===== src/rtl/dot_tile_ctrl.sv =====
// rtl/dot_tile_ctrl.sv - tile-streaming dot-product controller
// Fetches ceil(len/N) operand tiles, masks the tail, accumulates engine sums and returns the result.
module dot_tile_ctrl #(
  parameter int N      = 4,
  parameter int WIDTH  = 16,
  parameter int ACC_W  = 32,
  parameter int LEN_W  = 10,
  parameter int ADDR_W = 12
) (
  input  logic                               clk,
  input  logic                               rst_n,
  input  logic                               start,
  input  logic        [LEN_W-1:0]            len,
  input  logic        [ADDR_W-1:0]           a_base,
  input  logic        [ADDR_W-1:0]           b_base,
  output logic                               busy,
  output logic                               rd_en,
  output logic        [ADDR_W-1:0]           rd_a_addr,
  output logic        [ADDR_W-1:0]           rd_b_addr,
  input  logic signed [N-1:0][WIDTH-1:0]     rd_a_data,
  input  logic signed [N-1:0][WIDTH-1:0]     rd_b_data,
  output logic signed [N-1:0][WIDTH-1:0]     eng_a,
  output logic signed [N-1:0][WIDTH-1:0]     eng_b,
  input  logic signed [WIDTH-1:0]            eng_result,
  output logic                               res_valid,
  input  logic                               res_ready,
  output logic signed [ACC_W-1:0]            res_data
);

  typedef enum logic [1:0] {IDLE, FETCH, DRAIN, DONE} state_t;

  state_t                  state, state_nx;
  logic [LEN_W-1:0]        len_q;
  logic [ADDR_W-1:0]       a_addr, b_addr;
  logic [LEN_W:0]          fidx;
  logic [LEN_W:0]          didx;
  logic                    dvalid;
  logic signed [ACC_W-1:0] acc;
  logic signed [ACC_W-1:0] ext;
  logic                    accept;
  logic                    last_tile;

  assign accept    = (state == IDLE) && start;
  // fidx is the element index of lane 0 of the tile being issued this cycle
  assign last_tile = ({1'b0, fidx} + (LEN_W+2)'(N)) >= {2'b0, len_q};
  assign ext       = {{(ACC_W-WIDTH){eng_result[WIDTH-1]}}, eng_result};
  assign rd_a_addr = a_addr;
  assign rd_b_addr = b_addr;

  always_ff @(posedge clk) begin
    if (!rst_n) begin
      state  <= IDLE;
      len_q  <= '0;
      a_addr <= '0;
      b_addr <= '0;
      fidx   <= '0;
      didx   <= '0;
      dvalid <= 1'b0;
      acc    <= '0;
    end else begin
      state  <= state_nx;
      dvalid <= rd_en;
      if (accept) begin
        len_q  <= len;
        a_addr <= a_base;
        b_addr <= b_base;
        fidx   <= '0;
      end else if (rd_en) begin
        a_addr <= a_addr + 1'b1;
        b_addr <= b_addr + 1'b1;
        fidx   <= fidx + (LEN_W+1)'(N);
        didx   <= fidx;
      end
      if (accept)
        acc <= '0;
      else if (dvalid)
        acc <= acc + ext;
    end
  end

  always_comb begin
    state_nx  = state;
    busy      = (state != IDLE);
    rd_en     = (state == FETCH);
    res_valid = (state == DONE);
    res_data  = '0;
    case (state)
      IDLE:    if (start) state_nx = (len == '0) ? DONE : FETCH;
      FETCH:   if (last_tile) state_nx = DRAIN;
      DRAIN:   state_nx = DONE;
      DONE: begin
        res_data = acc;
        if (res_ready) state_nx = IDLE;
      end
      default: state_nx = IDLE;
    endcase
  end

  // Lanes past the end of the vector are zeroed so stale memory never reaches the engine
  always_comb begin
    eng_a = '0;
    eng_b = '0;
    for (int i = 0; i < N; i++) begin
      if (dvalid && (({1'b0, didx} + (LEN_W+2)'(i)) < {2'b0, len_q})) begin
        eng_a[i] = rd_a_data[i];
        eng_b[i] = rd_b_data[i];
      end
    end
  end

endmodule


===== config.mk =====
export PLATFORM = sky130hd
export DESIGN_NAME = dot_tile_ctrl
export DESIGN_NICKNAME = d
export VERILOG_FILES = /design/src/rtl/dot_tile_ctrl.sv
export SDC_FILE = /design/constraint.sdc
export NUM_CORES = 1
export LEC_CHECK = 0
export BUFFER_PORTS_ARGS = -buffer_cell sky130_fd_sc_hd__clkbuf_2
export CORE_AREA = 5 5 140 142
export DETAILED_ROUTE_END_ITERATION = 16
export DIE_AREA = 0 0 145 147
export PLACE_DENSITY = 0.7
export REMOVE_ABC_BUFFERS = 1
export SLEW_MARGIN = 20
export SYNTH_ARGS = -nofsm -noshare
export SYNTH_HDL_FRONTEND = slang
export SYNTH_SLANG_ARGS = --single-unit

===== constraint.sdc =====
create_clock -name clk -period 4.1 [get_ports clk]
set_input_delay 0.41 -clock clk [delete_from_list [all_inputs] [get_ports clk]]
set_output_delay 0.41 -clock clk [all_outputs]
set_load 0.05 [all_outputs]

## Word-level counts from Yosys, hierarchy flattened

Cells that the tools add are included.

- Register bits after elaboration: 91
- Input bits: 182
- Logic and storage cells: 59

- $add $sub $neg: 8
- Magnitude comparators: 5
- Equal/unequal tests: 6
- Multiplexer cells: 18
- Bitwise logic cells: 2
- Reductions and logical operators: 12

Operators by type and width:

| cell | count |
|---|---|
| $mux 16 | 8 |
| $mux 12 | 4 |
| $lt 12x10->1 | 3 |
| $add 32x16->32 | 1 |
| $mux 32 | 1 |
| $add 11x2->12 const B | 2 |
| $add 12x1->12 const B | 2 |
| $add 11x1->12 const B | 1 |
| $add 11x3->12 const B | 1 |
| $ge 12x10->1 | 1 |
| $add 11x3->11 const B | 1 |
| $lt 11x10->1 | 1 |
| $logic_not 10->1 | 1 |
| $mux 2 | 4 |
| $pmux 2 s4 | 1 |
| $logic_and 1x1->1 | 5 |
| $eq 2x2->1 const B | 2 |
| $ne 2x1->1 const B | 2 |
| $reduce_bool 2->1 | 2 |
| $reduce_and 3->1 | 1 |
| $eq 2x1->1 const B | 1 |
| $logic_not 2->1 | 1 |
| $ne 2x2->1 const B | 1 |
| $not 1->1 | 2 |
| 2 further kinds | 2 |

## Longest topological paths before layout

Gate-level depths: netlist of the first run.

- Word-level depth: 4
- Gate-level depth with buffers: 12

## Worst setup path before layout of the first run

No wires, ideal clock.

- Path type: register to output
- Start point: register len_q[2]
- End point: output eng_a[0] in the netlist's numbering
- Arrival: 2,409 ps
- Path slack: 1,281 ps
- Cell stages (with the launch flop): 12
- Path through: dfxtp_1 > inv_1 > ha_1 > nor3b_1 > o21a_1 > o21a_1 > o21a_1 > o21a_1 > o21ai_0 > and3_1 > clkbuf_1 > and2_1

RTL lines:

| item | line | RTL |
|---|---|---|
| start, declared | 33 | `logic [LEN_W-1:0] len_q;` |
| start signal, assigned | 64 | `len_q <= len;` |
| end, declared | 22 | `output logic signed [N-1:0][WIDTH-1:0] eng_a,` |

==> results of run 1 <==
-- placed cells by master (no fill, tap or decap), types with 28 or more instances in the layout --
cell	count
sky130_fd_sc_hd__a21oi_1	64
sky130_fd_sc_hd__ha_1	55
sky130_fd_sc_hd__o21ai_0	32
sky130_fd_sc_hd__nor2_1	76
sky130_fd_sc_hd__nand2_1	77
sky130_fd_sc_hd__and2_1	163
sky130_fd_sc_hd__inv_1	29
sky130_fd_sc_hd__buf_12	73
sky130_fd_sc_hd__clkbuf_2	295
sky130_fd_sc_hd__xnor2_1	28
sky130_fd_sc_hd__dfxtp_1	87
-- flip-flops by register name, summed over array words and instances (netlist names) --
name / count
rd_b_addr: 12
acc: 32
state: 2
len_q: 10
fidx: 9
didx: 9
dvalid: 1
rd_a_addr: 12
-- worst min-delay path, cell delays in order --
cell and delay, ns:
sky130_fd_sc_hd__clkbuf_2 0.09, sky130_fd_sc_hd__nand2_1 0.05, sky130_fd_sc_hd__a21oi_1 0.05
-- area by class of cell --
type,count,area share
Inverter,29,0.0106
Clock buffer,13,0.0233
Clock inverter,3,0.00194
Sequential cell,87,0.169
Multi-Input combinational cell,745,0.476
Timing Repair Buffer,376,0.291
Tap cell,234,0.0284
-- final timing paths --
kind / start / endpoint / slack (ns) / depth (start not counted)
hold / removal: len[0] / len_q[0] / 0.30 / 3
setup reg to reg: fidx[2] / state[1] / 1.24 / 11
setup / recovery: len_q[2] / eng_b[10] / 0.46 / 11
hold reg to reg: len_q[5] / len_q[5] / 0.46 / 2
-- cell families (layout without fill, tap and decap cells) --
| family | Yosys count | in the layout | synth area share |
|---|---|---|---|
| adders and majority gates | 57 | 57 | 0.103 |
| muxes | 25 | 25 | 0.0358 |
| DFF | 87 | 87 | 0.249 |
| buffers and inverters | 86 | 421 | 0.0500 |
| xor gates and xnor gates | 51 | 51 | 0.0640 |
| and+or+nand+nor | 413 | 413 | 0.311 |
| AOI/OAI and AO/OA | 199 | 199 | 0.187 |
-- layer usage --
metal | GRT usage | up-vias | routed length (microns)
met5 | 0 | - | 0
met3 | 0.0716 | 35 | 2150
li1 | - | 3807 | -
met2 | 0.354 | 299 | 11400
met4 | 0.0650 | 0 | 599
met1 | 0.291 | 3391 | 11000
-- power groups by stage --
stage | Combinational (uW) | Clock (uW) | Sequential [uW]
finish | 3020 | 753 | 1140
global route | 3230 | 812 | 1170
CTS | 3040 | 775 | 1140
detailed placement | 3020 | 0 | 1160
global placement | 3000 | 0 | 1150
floorplan | 1720 | 0 | 1400
-- per-stage QoR --
stage                      util  total power [uW]  cells  worst slack [ns]
after floorplan               -              3130    861             0.476
after global placement    0.548              4140   1471             0.946
after detailed placement  0.548              4180   1471             0.821
after CTS                 0.562              4950   1487             0.425
after global routing      0.562              5210   1487             0.200
final                     0.562              4920   1487             0.459
==> metrics, run 1 <==
clock root cell sky130_fd_sc_hd__clkbuf_16; net switching power of the design 2430 uW; number of cell rows 50; post-detailed-route via-to-cell ratio 5.07; buffers from clock root to sink, at most 2; cell count after synthesis 918; average cell area after synthesis 7.61 sq um; Hold Buf Count CTS 0; Final Setup Violations 0; clock tree from TritonCTS done; clk slew on worst S/H paths 0.07 ns; internal power 2490 uW; count of instances resized after the clock tree is built 0; most frequent CP cell sky130_fd_sc_hd__o21a_1; count of boundary I/O pins 369; clock latency on the worst-skew pair 0.34 ns; crit end category output port; dominant synthesized flop cell sky130_fd_sc_hd__dfxtp_1; top post-synthesis cells by count sky130_fd_sc_hd__and2_1 (163), sky130_fd_sc_hd__dfxtp_1 (87), sky130_fd_sc_hd__nand2_1 (78), sky130_fd_sc_hd__nor2_1 (78), sky130_fd_sc_hd__a21oi_1 (65); sequential area share after synthesis 0.249; Warnings, synthesis 0; die extent in y 147 microns; Worst Path Required 3.69 ns; total negative slack 0 ns; Tcrit/Tclk final 0.888; unrepaired setup endpoints after global routing no; Crit Path Class register to output port; final non-filler cell area 0.0103 sq mm; layout overhead on the synthesized area 47.6%; CP Cell Sequence inv_1 > ha_1 > nor3b_1 > o21a_1 > o21a_1 > o21a_1 > o21a_1 > o21ai_0 > and3_1 > and2_1 > clkbuf_2; longest individual stage delay on the worst path 0.66 ns; Clock H-tree levels 3; Detail Route Antenna Nets 0; cts bufs inserted 9; sequential group share of total power 0.233; most repeated cell in the gate-level netlist after synthesis sky130_fd_sc_hd__and2_1; leading area contributor after synthesis sky130_fd_sc_hd__dfxtp_1; fraction of registers with async set or reset after synthesis 0; normalized max-slew margin 0.334; total of buffers placed on input and output ports 368; Starting DRT DRC Count 577; clock network fraction of total power 0.153; Area contributors post-synth sky130_fd_sc_hd__dfxtp_1 (25%), sky130_fd_sc_hd__and2_1 (15%), sky130_fd_sc_hd__ha_1 (10%); post-detailed-route wirelength per cell 16.9 microns; number of nets in the layout 1487; first-pass GRT wire length 39.0 mm; maximum capacitance violations 0; worst vdd ir 402 uV; detailed-routing iteration count for the pre-antenna-repair pass 7; Least-Margin Pin Slew 0.998 ns; critical path's top delay family simple AND/OR/NAND/NOR gates; tightest hold margin 0.302 ns; area of the die 0.0213 sq mm; number of antenna violations at the first check in global routing 1; number of hold violations in the final report 0; total global routing overflow 0; GR Util All Layers 0.223; Synth Register Bits 87; routed via count 7532; worst-path cell with the longest stage delay sky130_fd_sc_hd__and3_1; Leak Pwr 0.00487 uW; Placer Congestion 0.928; Critical Path Start Type register; post-synth cell types 61; core outline area 0.0183 sq mm; sum of routed wire length over all layers 25.1 mm; final max-slew violation count 0; fraction of power spent switching nets 0.494; power density of the placed cells 477 mW/mm^2; Crit path arrival time 3.23 ns; post-detailed-placement half-perimeter wirelength 20.4 mm; pin count of the biggest net entering global routing 35; count of unresolved DRC violations after routing 0; dpl cell area 0.0100 sq mm; vias in the first global route 7263; crit path max fanout 32; share of Yosys cell area claimed by the top area cell type 0.249; area of the multi-input gates 0.00491 sq mm; worst clock skew 0.00479 ns; max frequency 0.275 GHz; post-synth design cell area 0.00698 sq mm; die width 145 microns; setup fix buffers added after clock tree synthesis 0; diode insertion count for antenna repair 0; share of total power in combinational logic 0.614; effective utilization at floorplan 0.381; filler cell count 1661; proportion of layout cells with a drive suffix above 1 0.330; number of buffer and inverter instances along the worst setup path 2; run status finished clean; number of enable flip-flop cells after synthesis 0; Sink Count 87; clock period minus worst slack 3.64 ns; worst min-delay path category primary input to register; sequential cell area 0.00174 sq mm
Power figures use the tool's default switching activity.
==> inputs of run 2 (changes only) <==
--- a/config.mk
+++ b/config.mk
@@ -6,10 +6,11 @@
 export NUM_CORES = 1
 export LEC_CHECK = 0
 export BUFFER_PORTS_ARGS = -buffer_cell sky130_fd_sc_hd__clkbuf_2
-export CORE_AREA = 5 5 140 142
+export CORE_AREA = 5 5 142 144
+export CTS_BUF_LIST = sky130_fd_sc_hd__clkbuf_8
 export DETAILED_ROUTE_END_ITERATION = 16
-export DIE_AREA = 0 0 145 147
-export PLACE_DENSITY = 0.7
+export DIE_AREA = 0 0 147 149
+export PLACE_DENSITY = 0.69
 export REMOVE_ABC_BUFFERS = 1
 export SLEW_MARGIN = 20
 export SYNTH_ARGS = -nofsm -noshare
==> run 2 against run 1 <==
Worst hold slack got worse by 0.044 ns. Sequential cell count unchanged. Cell area fell by 3.0%. Sequential share of layout area is 0.53 points higher. Clock power decreased by 17%. First-iteration DRC count fell by 44%. Non-clock buffer count fell by 1. Via count decreased by 1.4%. Core utilization fell by 2.4 points. Critical endpoint is now eng_b[17]. Largest cell class unchanged.
==> metrics, run 2 (synthesized netlist as in run 1, its figures left out) <==
CP Cell Sequence inv_1 > ha_1 > a2111oi_0 > o21ai_0 > a21oi_2 > and2_1 > clkbuf_2; count of instances resized after the clock tree is built 0 (unchanged); die width 147 microns (+1.4%); Worst Path Required 3.69 ns (about the same); Leak Pwr 0.00480 uW (-1.5%); Critical Path Start Type register; Largest register FFs 32 (unchanged); normalized max-slew margin 0.346 (+0.0117); GR Util All Layers 0.212 (-0.0111); top library cells by usage in the layout, fill and taps aside sky130_fd_sc_hd__clkbuf_2 (311), sky130_fd_sc_hd__and2_1 (163), sky130_fd_sc_hd__dfxtp_1 (87); post-detailed-route via-to-cell ratio 4.99 (-1.4%); worst-path cell with the longest stage delay sky130_fd_sc_hd__a21oi_2; buffers from clock root to sink, at most 2 (unchanged); core outline area 0.0186 sq mm (+1.4%); Detail Route Antenna Nets 0 (unchanged); number of antenna violations at the first check in global routing 3 (+2); max frequency 0.278 GHz (+1.1%); count of unresolved DRC violations after routing 0 (unchanged); clock tree from TritonCTS done; post-detailed-placement half-perimeter wirelength 20.4 mm (-0.27%); Final Setup Violations 0 (unchanged); vias in the first global route 6932 (-4.6%); first-pass GRT wire length 37.6 mm (-3.7%); area of the die 0.0219 sq mm (+2.8%); worst vdd ir 415 uV (+3.3%); clock period minus worst slack 3.60 ns (-0.0394 ns); Crit Path Class register to output port; Clock H-tree levels 3 (unchanged); detailed-routing iteration count for the pre-antenna-repair pass 5 (-2); Sink Count 87 (unchanged); final max-slew violation count 0 (unchanged); clock latency on the worst-skew pair 0.38 ns (+0.04 ns); clock root cell sky130_fd_sc_hd__clkbuf_8; number of hold violations in the final report 0 (unchanged); crit end category output port; longest individual stage delay on the worst path 0.75 ns (+0.09 ns); post-detailed-route wirelength per cell 16.7 microns (-1.1%); pin count of the biggest net entering global routing 54 (+54%); Hold Buf Count CTS 0 (unchanged); setup fix buffers added after clock tree synthesis 0 (unchanged); total of buffers placed on input and output ports 368 (unchanged); layout overhead on the synthesized area 43.1%; effective utilization at floorplan 0.376 (-0.00513); number of nets in the layout 1486 (-0.067%); maximum capacitance violations 0 (unchanged); worst clock skew 0.00996 ns (+0.00517 ns); register with the highest flop count acc; Tcrit/Tclk final 0.878 (-0.00961); cts bufs inserted 9 (unchanged); total power after layout 4700 uW (-4.5%); routed via count 7424 (-1.4%); die extent in y 149 microns (+1.4%); Placer Congestion 0.914 (-1.5%); run status finished clean; worst min-delay path category primary input to register; power density of the placed cells 470 mW/mm^2 (-1.5%); total negative slack 0 ns (unchanged); count of boundary I/O pins 369 (unchanged); clk slew on worst S/H paths 0.10 ns (+0.03 ns); Least-Margin Pin Slew 0.980 ns (-0.0175 ns); unrepaired setup endpoints after global routing no; crit path max fanout 32 (unchanged); Crit path arrival time 3.19 ns (-0.04 ns); most frequent standard cell in the layout excluding fill and tap cells sky130_fd_sc_hd__clkbuf_2; proportion of layout cells with a drive suffix above 1 0.329 (-0.00133); number of cell rows 50 (unchanged); Starting DRT DRC Count 326 (-44%); sum of routed wire length over all layers 24.8 mm (-1.1%); total global routing overflow 0 (unchanged); tightest hold margin 0.258 ns (-0.0438 ns); filler cell count 1771 (+6.6%)
==> run 2: cell count changes in the layout (fill, tap and decap cells not counted), moves of 2 or more <==
cell / before / now
sky130_fd_sc_hd__buf_12: 73 / 57
sky130_fd_sc_hd__clkbuf_1: 4 / 0
sky130_fd_sc_hd__clkbuf_16: 9 / 0
sky130_fd_sc_hd__clkbuf_2: 295 / 311
sky130_fd_sc_hd__clkbuf_8: 0 / 10
sky130_fd_sc_hd__clkinv_4: 0 / 2
sky130_fd_sc_hd__inv_1: 29 / 31
sky130_fd_sc_hd__nor2_1: 76 / 78
sky130_fd_sc_hd__nor2_2: 3 / 1
==> run 2: power breakdown <==
group | total [uW] | internal (uW) | switching, uW
sequential | 1140 | 993 | 148
clock | 628 | 296 | 332
combinational | 2930 | 1010 | 1910
total | 4700 | 2300 | 2390
==> run 2: final cells by class <==
cell class	instances	area, sq um	area share
timing repair buffer	375	2750	0.275
tap	234	293	0.0293
inverter	29	109	0.0109
clock buffer	10	138	0.0138
sequential	87	1740	0.174
multi-input combinational	745	4900	0.490
clock inverter	6	62.6	0.00626
antenna	1	2.50	0.000250
==> run 2: through the flow <==
stage                     setup WS, ns  cell area (sq um)  std cells   util
final                            0.498              10000       1487  0.538
after floorplan                  0.476               6740        861      -
after CTS                        0.448               9990       1486  0.538
after global routing             0.169               9990       1486  0.538
after detailed placement         0.882               9790       1470  0.527
after global placement           0.976               9790       1470  0.527
==> run 2: final timing paths <==
path	startpoint	end	slack [ns]	cells after the start
min reg2reg	len_q[5]	len_q[5]	0.47	2
max reg2reg	fidx[2]	state[1]	1.19	11
min	b_base[8]	rd_b_addr[8]	0.26	3
max	len_q[9]	eng_b[17]	0.50	7
==> run 2: metal layers <==
| layer | wire length (microns) | GRT usage | up-vias |
|---|---|---|---|
| li1 | - | - | 3804 |
| met1 | 11300 | 0.285 | 3350 |
| met4 | 230 | 0.0368 | 2 |
| met3 | 1920 | 0.0623 | 21 |
| met2 | 11300 | 0.342 | 247 |
| met5 | 13 | 0 | - |
==> run 2: worst max-delay path: cells and delay by family (launching register included) <==
kind / cells / cell delay [ns]
flip-flops: 1 / 0.33
AND/OR/NAND/NOR: 1 / 0.25
buffers and inverters: 2 / 0.34
AO/OA/AOI/OAI: 3 / 1.57
adder cells (fa/ha/maj): 1 / 0.32
